`src/rtl/arith_defs_pkg.sv`:
```
// Shared arithmetic-datapath definitions: FSM state encodings and a ceil-log2 helper.
package arith_defs;

  typedef enum logic [1:0] {
    ST_IDLE = 2'd0,
    ST_RUN  = 2'd1,
    ST_DONE = 2'd2
  } state_t;

  // Width needed to hold a count of 0..v-1, never less than one bit.
  function automatic int clog2(input int v);
    int r;
    r = 0;
    while ((1 << r) < v) r++;
    if (r < 1) r = 1;
    return r;
  endfunction

endpackage

```
`src/rtl/serial_subtractor_fs.sv`:
```
// One-bit full subtractor cell, purely combinational (zero latency, no flow control).
module full_subtractor (
  input  logic a,
  input  logic b,
  input  logic bin,
  output logic d,
  output logic bout
);

  assign d    = a ^ b ^ bin;
  assign bout = (~a & b) | (~(a ^ b) & bin);

endmodule

```
`src/rtl/serial_subtractor.sv`:
```
// Bit-serial A-B, LSB first: result WIDTH edges after start is accepted, one result per WIDTH+1 cycles.
// start is honoured only in IDLE/DONE; a start seen while busy is dropped, not queued.
module serial_subtractor
  import arith_defs::*;
#(
  parameter int WIDTH = 8
) (
  input  logic             clk,
  input  logic             rst,
  input  logic             start,
  input  logic [WIDTH-1:0] a,
  input  logic [WIDTH-1:0] b,
  output logic             busy,
  output logic             done,
  output logic [WIDTH-1:0] diff,
  output logic             borrow
);

  localparam int              CW   = clog2(WIDTH);
  localparam logic [CW-1:0]   LAST = CW'(WIDTH - 1);

  state_t           state;
  logic [WIDTH-1:0] a_sh;
  logic [WIDTH-1:0] b_sh;
  logic [WIDTH-1:0] r_sh;
  logic [WIDTH-1:0] r_next;
  logic             bin;
  logic [CW-1:0]    cnt;
  logic             d;
  logic             bout;

  full_subtractor u_fs (
    .a    (a_sh[0]),
    .b    (b_sh[0]),
    .bin  (bin),
    .d    (d),
    .bout (bout)
  );

  // Result bits enter at the MSB so that after WIDTH shifts bit 0 lands at r_sh[0].
  assign r_next = {d, r_sh[WIDTH-1:1]};

  always_ff @(posedge clk or posedge rst) begin
    if (rst) begin
      state  <= ST_IDLE;
      a_sh   <= '0;
      b_sh   <= '0;
      r_sh   <= '0;
      bin    <= 1'b0;
      cnt    <= '0;
      busy   <= 1'b0;
      done   <= 1'b0;
      diff   <= '0;
      borrow <= 1'b0;
    end else begin
      done <= 1'b0;
      case (state)
        ST_IDLE, ST_DONE: begin
          if (start) begin
            a_sh  <= a;
            b_sh  <= b;
            bin   <= 1'b0;
            cnt   <= '0;
            busy  <= 1'b1;
            state <= ST_RUN;
          end else begin
            state <= ST_IDLE;
          end
        end
        ST_RUN: begin
          a_sh <= a_sh >> 1;
          b_sh <= b_sh >> 1;
          r_sh <= r_next;
          bin  <= bout;
          cnt  <= cnt + 1'b1;
          if (cnt == LAST) begin
            diff   <= r_next;
            borrow <= bout;
            done   <= 1'b1;
            busy   <= 1'b0;
            state  <= ST_DONE;
          end
        end
        default: state <= ST_IDLE;
      endcase
    end
  end

endmodule

```
`config.mk`:
```
export PLATFORM = sky130hd
export DESIGN_NAME = serial_subtractor
export DESIGN_NICKNAME = d
export VERILOG_FILES = /design/src/rtl/arith_defs_pkg.sv /design/src/rtl/serial_subtractor_fs.sv /design/src/rtl/serial_subtractor.sv
export SDC_FILE = /design/constraint.sdc
export NUM_CORES = 1
export LEC_CHECK = 0
export ABC_CLOCK_PERIOD_IN_PS = 2100
export BUFFER_PORTS_ARGS = -buffer_cell sky130_fd_sc_hd__clkbuf_2
export CORE_UTILIZATION = 54
export DETAILED_ROUTE_END_ITERATION = 6
export PLACE_DENSITY_LB_ADDON = 0.1
export SLEW_MARGIN = 20
export SYNTH_ARGS = -nofsm -noshare
export SYNTH_HDL_FRONTEND = slang
export SYNTH_SLANG_ARGS = --single-unit
```
`constraint.sdc`:
```
create_clock -name clk -period 2.1 [get_ports clk]
set_clock_uncertainty 0.2 [all_clocks]
set_input_delay 0 -clock clk [delete_from_list [all_inputs] [get_ports clk]]
set_output_delay 0 -clock clk [all_outputs]
set_load 0.005 [all_outputs]
```
==> impl_metrics.ini <==
[die]
initial_utilization = 0.5707
core_area_sq_um = 3078
dieArea_sq_um = 3485
ios = 30
dieHeight_um = 59.04
chipWidth_um = 59.04
row_count = 20

[detailed_routing]
drt_iter0_drc = 33
wl_per_cell_um = 12.31
drtAntennaViolNets = 0
viasPerCell = 4.952
drt_drc_violations_left = 0
wirelength_mm = 3.078
route.vias.total = 1238
firstDrtPassIters = 2

[global_route]
grt_overflow = 0
grt_max_degree = 41
grt.total_usage = 0.2067
busiest_layer = met2
grt_pass1_wl_mm = 5.216
antenna_found_initial = 0
use_met1 = 0.2413
use_met2 = 0.3588
grt_pass1_vias = 1227
gr-usage-met3 = 0.03930

[synth]
yosys_warnings = 0
avgSynthCellArea_sq_um = 11.48
yosys.area.top_type_share = 0.5698
synth_nets = 175
ys_types = 29
synth_seq_cells = 40
synth_top_area_cell = dfrtp_1
yosys-top-cells-area = dfrtp_1, a21oi_2, nand2_1
synth-seq-area-share = 0.5698
syn_area_sq_um = 1757
synthCells = 153

[placed_design]
dp_hpwl_mm = 1.961
place.gp.congestion = 0.7028
numPortBuffers = 29

[power]
power-per-cell-area_nw_per_um2 = 1389
irDropWorstVdd_uv = 798.7
p_leak_nw = 1.116
power_mw = 3.076

[timing]
relSlewSlack = 0.6678
fin_crit_sh = 0.9471
slew_viol_final = 0
fmax_ghz = 0.5028
period_needed_ns = 1.989
finalSetupViolCount = 0
tightest_slew_ns = 0.4982
tns_ns = 0
rsz0062_at_grt = no
finalHoldViolCount = 0

[cells_and_area]
syn2layout_area_growth_pct = 26.07
final_cell_mix = dfrtp_1, clkbuf_2, nand2_1
nets = 227
layout_commonest_cell = dfrtp_1
insertedDiodeCount = 0
final_layout_size_suffix_gt1_frac = 0.2961

[clocking]
clk_pin_slew_ns = 0.12
insertion_delay_ns = 0.34
holdBufCountCts = 22
cts_root_buf = clkbuf_4
clockBufferDepth = 2
cts_resized = 0
h-tree-depth = 2
clock_sinks = 40
cts_tree = done
cts_post_setup_buffers_inserted = 0
cts_made_buffers = 5

[critical_path]
path_class = register to register
start_kind = register
endpoint_kind = register
cp_data_required_time_ns = 2.14
critPathMaxFanout = 12
cp.arrival_ns = 2.03

[flow_run]
maxCapViolCount = 0

[worst_hold_path]
hp-class = input port to asynchronous set/reset pin

[outcome]
outcome = completed
==> through the flow <==
| stage | instances | utilization | area (sq um) | setup WS [ns] | hold slack, ns |
|---|---|---|---|---|---|
| after floorplan | 153 | - | 1757 | 0.3569 | -0.01975 |
| after global placement | 220 | 0.6220 | 1914 | 0.4331 | -0.08294 |
| after detailed placement | 220 | 0.6220 | 1914 | 0.4068 | -0.07158 |
| after CTS | 250 | 0.7195 | 2215 | 0.1023 | 0.08843 |
| after global routing | 250 | 0.7195 | 2215 | 0.01267 | 0.1493 |
| final | 250 | 0.7195 | 2215 | 0.1112 | 0.1118 |
==> critical path: stages, from the launching register on <==
cell and delay [ns]:
dfrtp_1 0.49, buf_4 0.22, and3b_1 0.18, dlygate4sd3_1 0.54, a221o_1 0.25
==> logic make-up after synthesis <==
| group | count (synthesis) | synth area share |
|---|---|---|
| adder cells (fa/ha/maj) | 3 | 0.02564 |
| XOR/XNOR | 1 | 0.004987 |
| multiplexers | 11 | 0.06908 |
| flip-flops | 40 | 0.5698 |
| buffers and inverters | 27 | 0.07763 |
| AND/OR/NAND/NOR | 35 | 0.1083 |
| AO/OA/AOI/OAI | 36 | 0.1446 |
==> per-layer routing <==
layer  share of wire  vias to the layer above
li1                -                      615
met1            0.45                      591
met2            0.51                       24
met3           0.022                        8
met4           0.018                        0
met5               0                        -
==> worst paths after layout <==
kind / startpoint / slack, ns / cells after the start / endpoint
setup / recovery: state[0] / 0.11 / 4 / b_sh[6]
hold / removal: rst / 0.11 / 4 / r_sh[2]
setup reg to reg: state[0] / 0.11 / 4 / b_sh[6]
hold reg to reg: r_sh[1] / 0.28 / 2 / r_sh[1]
max in group asynchronous: rst / 1.24 / 4 / b_sh[0]
min in group clk: b[2] / 0.26 / 4 / b_sh[2]
==> final cells by class <==
| class | instances | area [sq um] |
|---|---|---|
| Timing Repair Buffer | 55 | 395.4 |
| Clock inverter | 3 | 42.54 |
| Fill cell | 239 | 863.3 |
| Tap cell | 44 | 55.05 |
| Multi-Input combinational cell | 86 | 619.3 |
| Inverter | 17 | 63.81 |
| Clock buffer | 5 | 37.54 |
| Sequential cell | 40 | 1001 |
==> state kept, by name, indices dropped and copies added, names as in the netlist <==
name    flops
a_sh        8
b_sh        8
diff        8
r_sh        7
cnt         3
state       2
bin         1
borrow      1
busy        1
done        1
==> synthesized netlist by cell type <==
library cell  count
o22ai_1          12
nand2b_1          1
mux2_2            6
buf_6             1
a21oi_2          10
dfrtp_1          40
a22o_1            2
clkbuf_1          1
nand3b_4          1
xnor2_1           1
ha_1              2
fa_1              1
o21ai_0           6
a221o_1           2
buf_4             1
buf_2             6
mux2i_1           2
nand2_1          23
nor2b_1           1
nand2b_4          2
buf_12            1
and3b_1           2
mux2_1            3
inv_1            17
a21oi_1           3
nand3_1           2
and2_4            1
nor2_1            2
o2bb2ai_1         1
==> power by group <==
group          total (mW)  leakage [nW]  internal [mW]  switching [mW]
Combinational        1.23         0.587          0.604           0.630
Sequential           1.35         0.488           1.13           0.219
Clock               0.493        0.0412          0.248           0.245
(Power assumes the default switching activity.)
